--- config.mk ---
export PLATFORM = sky130hd
export DESIGN_NAME = cond_logic_pipe
export DESIGN_NICKNAME = d
export VERILOG_FILES = /design/src/rtl/cond_logic_pipe.sv
export SDC_FILE = /design/constraint.sdc
export NUM_CORES = 1
export LEC_CHECK = 0
export ABC_AREA = 1
export CORE_MARGIN = 2
export CORE_UTILIZATION = 48
export DETAILED_ROUTE_END_ITERATION = 10
export GPL_TIMING_DRIVEN = 0
export PLACE_DENSITY_LB_ADDON = 0.12
export SYNTH_ARGS = -nofsm -noshare
export SYNTH_HDL_FRONTEND = slang
export SYNTH_SLANG_ARGS = --single-unit
--- constraint.sdc ---
create_clock -name clk -period 4.2 [get_ports clk]
set_clock_uncertainty 0.2 [all_clocks]
set_input_delay 0.84 -clock clk [delete_from_list [all_inputs] [get_ports clk]]
set_output_delay 0.84 -clock clk [all_outputs]
set_load 0.05 [all_outputs]
--- src/rtl/cond_logic_pipe.sv ---
// ARM-style conditional-execution stage with per-context {Z,C,N,V} flag banks.
// Optional skip counter enabled by defining COND_SKIP_COUNT_EN.
module cond_logic_pipe #(
  parameter int NUM_CTX = 2,
  parameter int CNT_W   = 16,
  localparam int CTX_W  = (NUM_CTX > 1) ? $clog2(NUM_CTX) : 1
) (
  input  logic             clk,
  input  logic             reset,
  input  logic             valid_in,
  input  logic             stall,
  input  logic             flush,
  input  logic [CTX_W-1:0] ctx,
  input  logic [3:0]       cond,
  input  logic [3:0]       alu_flags,
  input  logic [1:0]       flag_write,
  input  logic             pcs_in,
  input  logic             reg_w_in,
  input  logic             mem_w_in,
  input  logic             no_write_in,
  output logic             valid_out,
  output logic             cond_ex,
  output logic             pcs_out,
  output logic             reg_w_out,
  output logic             mem_w_out,
  output logic             undef_cond,
  output logic [3:0]       flags_out,
  output logic [CNT_W-1:0] skip_cnt
);

  // Flag word layout is {Z,C,N,V}.
  function automatic logic cond_pass(input logic [3:0] c, input logic [3:0] f);
    logic z, cy, n, v;
    z  = f[3];
    cy = f[2];
    n  = f[1];
    v  = f[0];
    case (c)
      4'b0000: return z;
      4'b0001: return ~z;
      4'b0010: return cy;
      4'b0011: return ~cy;
      4'b0100: return n;
      4'b0101: return ~n;
      4'b0110: return v;
      4'b0111: return ~v;
      4'b1000: return cy & ~z;
      4'b1001: return ~cy | z;
      4'b1010: return n == v;
      4'b1011: return n != v;
      4'b1100: return ~z & (n == v);
      4'b1101: return z | (n != v);
      4'b1110: return 1'b1;
      default: return 1'b0;
    endcase
  endfunction

  logic [3:0] flags_q [NUM_CTX];
  logic [3:0] flags_d [NUM_CTX];
  logic       valid_q, valid_d;
  logic       cond_ex_q, cond_ex_d;
  logic       pcs_q, pcs_d;
  logic       reg_w_q, reg_w_d;
  logic       mem_w_q, mem_w_d;
  logic       undef_q, undef_d;

  logic       ctx_ok;
  logic [3:0] cur_flags;
  logic       pass;
  logic       undef;
  logic       accept;

  // Flags are read straight from the bank, so an update at one edge is seen by the next instruction.
  always_comb begin
    ctx_ok    = int'(ctx) < NUM_CTX;
    cur_flags = 4'b0000;
    if (ctx_ok) cur_flags = flags_q[ctx];
    pass      = ctx_ok & cond_pass(cond, cur_flags);
    undef     = ~ctx_ok | (cond == 4'b1111);
    accept    = valid_in & ~stall & ~flush;
  end

  assign flags_out = cur_flags;

  always_comb begin
    valid_d   = valid_q;
    cond_ex_d = cond_ex_q;
    pcs_d     = pcs_q;
    reg_w_d   = reg_w_q;
    mem_w_d   = mem_w_q;
    undef_d   = undef_q;
    if (flush) begin
      valid_d   = 1'b0;
      cond_ex_d = 1'b0;
      pcs_d     = 1'b0;
      reg_w_d   = 1'b0;
      mem_w_d   = 1'b0;
      undef_d   = 1'b0;
    end else if (!stall) begin
      valid_d   = valid_in;
      cond_ex_d = valid_in & pass;
      pcs_d     = valid_in & pcs_in & pass;
      reg_w_d   = valid_in & reg_w_in & pass & ~no_write_in;
      mem_w_d   = valid_in & mem_w_in & pass;
      undef_d   = valid_in & undef;
    end
  end

  always_comb begin
    for (int i = 0; i < NUM_CTX; i++) begin
      flags_d[i] = flags_q[i];
      if (accept && pass && (int'(ctx) == i)) begin
        if (flag_write[1]) begin
          flags_d[i][3] = alu_flags[3];
          flags_d[i][1] = alu_flags[1];
        end
        if (flag_write[0]) begin
          flags_d[i][2] = alu_flags[2];
          flags_d[i][0] = alu_flags[0];
        end
      end
    end
  end

  always_ff @(posedge clk or posedge reset) begin
    if (reset) begin
      for (int i = 0; i < NUM_CTX; i++) flags_q[i] <= 4'b0000;
      valid_q   <= 1'b0;
      cond_ex_q <= 1'b0;
      pcs_q     <= 1'b0;
      reg_w_q   <= 1'b0;
      mem_w_q   <= 1'b0;
      undef_q   <= 1'b0;
    end else begin
      for (int i = 0; i < NUM_CTX; i++) flags_q[i] <= flags_d[i];
      valid_q   <= valid_d;
      cond_ex_q <= cond_ex_d;
      pcs_q     <= pcs_d;
      reg_w_q   <= reg_w_d;
      mem_w_q   <= mem_w_d;
      undef_q   <= undef_d;
    end
  end

  assign valid_out  = valid_q;
  assign cond_ex    = cond_ex_q;
  assign pcs_out    = pcs_q;
  assign reg_w_out  = reg_w_q;
  assign mem_w_out  = mem_w_q;
  assign undef_cond = undef_q;

`ifdef COND_SKIP_COUNT_EN
  function automatic logic [CNT_W-1:0] sat_inc(input logic [CNT_W-1:0] x);
    return (&x) ? x : x + 1'b1;
  endfunction

  logic [CNT_W-1:0] skip_q, skip_d;

  always_comb begin
    skip_d = skip_q;
    if (accept && !pass) skip_d = sat_inc(skip_q);
  end

  always_ff @(posedge clk or posedge reset) begin
    if (reset) skip_q <= '0;
    else       skip_q <= skip_d;
  end

  assign skip_cnt = skip_q;
`else
  assign skip_cnt = '0;
`endif

endmodule

[Word-level counts from Yosys, hierarchy flattened]
Index checks and enable logic that the tools add are counted.
Cells by class
  bitwise logic cells: 24
  reduce and logical (&&, ||, !) cells: 8
  muxes and demuxes: 16
  order comparisons: 1
  equality and inequality tests: 18
Operators by type and width (number)
  == test 4 bit (second input constant): 8
  == test 4 x 3 -> 1 bit (second input constant): 4
  case mux 1 bit (15 select lines): 1
  AND 1 bit: 13
  two-way mux 1 bit: 12
  two-way mux 4 bit: 3
  == test 4 x 2 -> 1 bit (second input constant): 2
  NOT 1 bit: 8
  AND reduction 2 bit: 4
  == test 4 x 1 -> 1 bit (second input constant): 1
  logical NOT 4 bit: 1
  logical AND 1 bit: 3
  greater-or-equal comparator 2 bit (second input constant): 1
  inequality test 2 x 1 -> 1 bit (second input constant): 1
  NOT 1 -> 2 bit: 1
  OR 1 bit: 2
  == test 1 bit: 1
  inequality test 1 bit: 1
Word-level totals
  register bits after elaboration: 14
  word-level logic and storage cells: 77
  output and inout bits: 26
  input bits: 20

[Longest topological paths before layout]
Gate-level depths: netlist (run 1).
  depth after elaboration: 11
  gate-level depth with buffers: 15
  depth with buffers taken out: 14

[Worst setup path after synthesis (run 1)]
Ideal clock, no wire load.
  path kind: input -> output
  start point: input ctx
  end point: output flags_out[2]
  data required time: 3.160 ns
  data arrival time: 1.452 ns
  stages on the path: 4
  setup slack: 1.708 ns
  path through: inv_2 -> buf_6 -> nand2_4 -> nand2_1
Between the ends
  word-level cells in the longest chain between the ends: 4
RTL lines
  start: declaration: line 13  | input logic [CTX_W-1:0] ctx,
  NOT 1 -> 2 bit (not written as such): line 77  | if (ctx_ok) cur_flags = flags_q[ctx];
  two-way mux 4 bit (not written as such) (3 in a row): line 77
  end: declaration: line 27  | output logic [3:0] flags_out,
Every way passes these cells. The select of a mux whose other input is x is not followed.

[Worst setup path after layout (run 1)]
  start point: input ctx
  end point: output flags_out[3]
Same word-level chain as after synthesis.

==> results of run 1 <==
-- power groups by stage --
stage               logic, uW  registers [uW]  clock network [uW]
floorplan                 207             184                   0
global placement          280             181                   0
detailed placement        283             182                   0
CTS                       284             179                99.6
global route              313             182                 106
finish                    282             179                98.9
-- stage by stage --
| step | util, % | cell area (um^2) |
|---|---|---|
| 2_1_floorplan | - | 1318 |
| 3_3_place_gp | 66.01 | 1635 |
| 3_5_place_dp | 66.01 | 1635 |
| 4_1_cts | 67.47 | 1672 |
| 5_1_grt | 67.47 | 1672 |
| 6_report | 67.47 | 1672 |
-- cell families (layout without fill, tap and decap cells) --
group                  after synthesis  after routing  share of synthesized area [%]
AO/OA/AOI/OAI                        4              4                          1.786
flip-flops                          14             14                          27.78
other                                1             16                         0.2973
buffers and inverters               43             75                          19.15
AND/OR/NAND/NOR                    134            134                          50.99
-- cell usage in the layout (no fill, tap or decap) --
| cell type | netlist | final |
|---|---|---|
| sky130_fd_sc_hd__nand2_1 | 72 | 72 |
| sky130_fd_sc_hd__clkdlybuf4s50_1 | 0 | 28 |
| sky130_fd_sc_hd__inv_1 | 21 | 21 |
| sky130_fd_sc_hd__nand3_1 | 17 | 17 |
| sky130_fd_sc_hd__buf_4 | 17 | 17 |
| sky130_fd_sc_hd__conb_1 | 1 | 16 |
| sky130_fd_sc_hd__dfrtp_1 | 14 | 14 |
| sky130_fd_sc_hd__nor2_1 | 13 | 13 |
| sky130_fd_sc_hd__nand4_1 | 12 | 12 |
| sky130_fd_sc_hd__nand2_2 | 8 | 8 |
| sky130_fd_sc_hd__nand3_2 | 5 | 5 |
| sky130_fd_sc_hd__nand2_4 | 4 | 4 |
| sky130_fd_sc_hd__nor2_2 | 3 | 3 |
| sky130_fd_sc_hd__clkbuf_4 | 0 | 3 |
| sky130_fd_sc_hd__inv_2 | 2 | 2 |
| sky130_fd_sc_hd__buf_6 | 2 | 2 |
| sky130_fd_sc_hd__o21ai_0 | 2 | 2 |
| sky130_fd_sc_hd__buf_2 | 1 | 1 |
| sky130_fd_sc_hd__a21oi_1 | 1 | 1 |
| sky130_fd_sc_hd__o31ai_1 | 1 | 1 |
| sky130_fd_sc_hd__clkbuf_8 | 0 | 1 |
-- worst max-delay path by stage --
stage,slack (ns),end,from,cells after the start
floorplan,1.71,flags_out[2],ctx,4
global placement,0.54,flags_out[3],ctx,7
detailed placement,0.54,flags_out[3],ctx,7
CTS,0.54,flags_out[3],ctx,7
global route,0.48,flags_out[3],ctx,7
finish,0.54,flags_out[3],ctx,7
-- cell type report --
class / instances / area [um^2] / share of cell area (%)
multi-input combinational: 154 / 725.7 / 43.41
sequential: 14 / 350.3 / 20.96
timing repair buffer: 28 / 280.3 / 16.77
buffer: 20 / 155.1 / 9.281
inverter: 23 / 86.33 / 5.165
tap: 30 / 37.54 / 2.246
clock buffer: 4 / 36.28 / 2.171
-- state kept, by name, indices dropped and copies added (netlist names) --
signal	flops
cond_ex	1
pcs_out	1
valid_out	1
mem_w_out	1
undef_cond	1
reg_w_out	1
flags_q	8
-- worst max-delay path, cell delays in order --
cell and delay (ns):
sky130_fd_sc_hd__clkdlybuf4s50_1 0.55, sky130_fd_sc_hd__inv_2 0.08, sky130_fd_sc_hd__buf_6 0.15, sky130_fd_sc_hd__nand2_2 0.07
sky130_fd_sc_hd__nand2_2 0.08, sky130_fd_sc_hd__inv_1 0.06, sky130_fd_sc_hd__clkdlybuf4s50_1 0.79
-- routing by layer --
metal,share of wire [%],vias up,global-route usage (%)
met5,0,-,0
met4,1.3,0,5.226
met3,5.4,5,1.874
met2,50,35,31.12
met1,44,556,23.68
li1,-,676,-
==> out/qor.log, run 1 <==
[pwr] internal power component 308.9 uW
[clock_tree] clock root cell sky130_fd_sc_hd__clkbuf_4
[setup_path] endpoint arrival time on the critical path 2.62 ns
[pwr] combinational cell fraction of total power 50.4%
[timing] transition at the pin with the smallest max-transition slack 0.5213 ns
[yosys] count of flip-flops with a built-in enable after synthesis 0
[floorplan] horizontal extent of the die 55.26 um
[timing] total count of max-transition violations in the final report 0
[grt] number of global-route vias before repair 1119
[routing] total DRC errors in the routed layout 0
[timing] fin crit period 3.662 ns
[clock_tree] TritonCTS clock tree yes
[routing] routed wire length 2641 um
[yosys] largest cells by area after synthesis sky130_fd_sc_hd__dfrtp_1, sky130_fd_sc_hd__nand2_1, sky130_fd_sc_hd__buf_4
[setup_path] required time reported for the critical path endpoint 3.16 ns
[yosys] most area-hungry cell type in the Yosys netlist sky130_fd_sc_hd__dfrtp_1
[pwr] pwr/cell area 335.3 nW/um^2
[timing] setup total negative slack 0 ns
[pwr] IR drop worst, VDD 0.0002638 V
[routing] router iterations before antenna repair 4
[placed_design] Post-Place Cells 269
[yosys] fraction of registers with async set/reset 100.0%
[grt] pin count of the biggest net entering global routing 15
[run] # Max-Cap Violations 0
[clock_tree] count of instances resized after the clock tree is built 0
[yosys] mean cell area of the mapped netlist 6.435 um^2
[pwr] clock group share of total power 17.6%
[timing] final clock period utilization by the worst path 87.18%
[placed_design] placer congestion estimate 0.8455
[timing] count of endpoints failing setup in the final report 0
[min_path] cell count of the worst hold path 2
[placed_design] HPWL after detailed placement 2210 um
[setup_path] cell depth of the worst flop-to-flop path 11
[routing] initial drt markers 25
[yosys] post-synthesis instance total 196
[placed_design] number of I/O port buffers 28
[setup_path] peak fanout along the critical path 10
[timing] Max Clock Freq 273.1 MHz
[clock_tree] quantity of hold-fixing buffers added after cts 0
[yosys] Synthesis Warnings 0
[setup_path] worst reg2reg startpoint flags_q[1]$_DFFE_PP0P_
[floorplan] top-level port count 46
[floorplan] Die H 55.26 um
[min_path] hold path startpoint flags_q[2]$_DFFE_PP0P_
[yosys] dominant register cell in the synthesized netlist sky130_fd_sc_hd__dfrtp_1
[floorplan] initial cell density of the core 50.91%
[timing] relative slew slack 65.21%
[clock_tree] clock slew at the register clock pins of the worst setup and hold paths 0.09 ns
[final_layout] share of layout cells above drive strength 1 18.93%
[yosys] leading post-synthesis cells by instance count sky130_fd_sc_hd__nand2_1, sky130_fd_sc_hd__inv_1, sky130_fd_sc_hd__buf_4, sky130_fd_sc_hd__nand3_1, sky130_fd_sc_hd__dfrtp_1
[final_layout] Non-Filler Instances 273
[clock_tree] total clock buffers created by CTS 3
[setup_path] startpoint class of the critical path primary input
[timing] total count of hold-check failures in the final report 0
[setup_path] end of the worst register-to-register path flags_q[3]$_DFFE_PP0P_
[routing] via count 1272
[setup_path] sort of element at the end of the critical path output pin
[grt] total gr overflow 0
[yosys] sequential-to-total area share from yosys stat 27.78%
[final_layout] layout filler cell count 232
[placed_design] dpl ws 0.5407 ns
[setup_path] worst setup path category primary input to output pin
[routing] count of antenna-violating nets left after detailed routing 0
[final_layout] number of antenna cells inserted 0
[setup_path] setup slack on the worst flop-to-flop path 2.34 ns
[floorplan] Rows 18
[run_status] outcome finished, final reports clean
[final_layout] area added between synthesis and finish 32.54%
[timing] Final WS setup 0.5385 ns
[final_layout] number of nets in the finished design 264
[pwr] sequential power share 32.0%
[clock_tree] H-tree Lvls 1
[yosys] cell with the most instances after synthesis sky130_fd_sc_hd__nand2_1
[yosys] #FFs+latches synth 14
[min_path] Min-Delay Endpoint flags_q[2]$_DFFE_PP0P_
[routing] Avg WL per Cell 9.674 um
[pwr] switching pwr 251.5 uW
[pwr] Overall Power 560.4 uW
[routing] via density per instance 4.659
[clock_tree] Longest Clk Path Bufs 2
[timing] setup repair after global routing missed its margin false
[floorplan] area of the die 3054 um^2
[min_path] Min-Delay Path Class flip-flop to flip-flop
[pwr] switching power as a share of total power 44.88%
[clock_tree] Post-CTS Setup Bufs 0
[clock_tree] count of clock tree sinks 14
[grt] Total Routing Usage GR 18.01%
[yosys] number of distinct library cells after synthesis 18
[floorplan] Placeable Area 2477 um^2
[yosys] Synth top area share 27.78%
[yosys] Cell Area, Synth 1261 um^2
[clock_tree] clock latency at the later pin of the worst-skew pair 0.29 ns
[grt] initial antenna violation count 0
[timing] final hold slack 0.3135 ns
[pwr] cell leakage power 0.0009441 uW
[grt] first-pass GRT wire length 4595 um
No activity file was read; power rests on OpenSTA's default activity.
==> inputs of run 2 (changes only) <==
CTS_CLUSTER_SIZE = 16   (was unset)
==> results of run 2 <==
No change in the layout: final DEF, timing and power equal those of run 1.
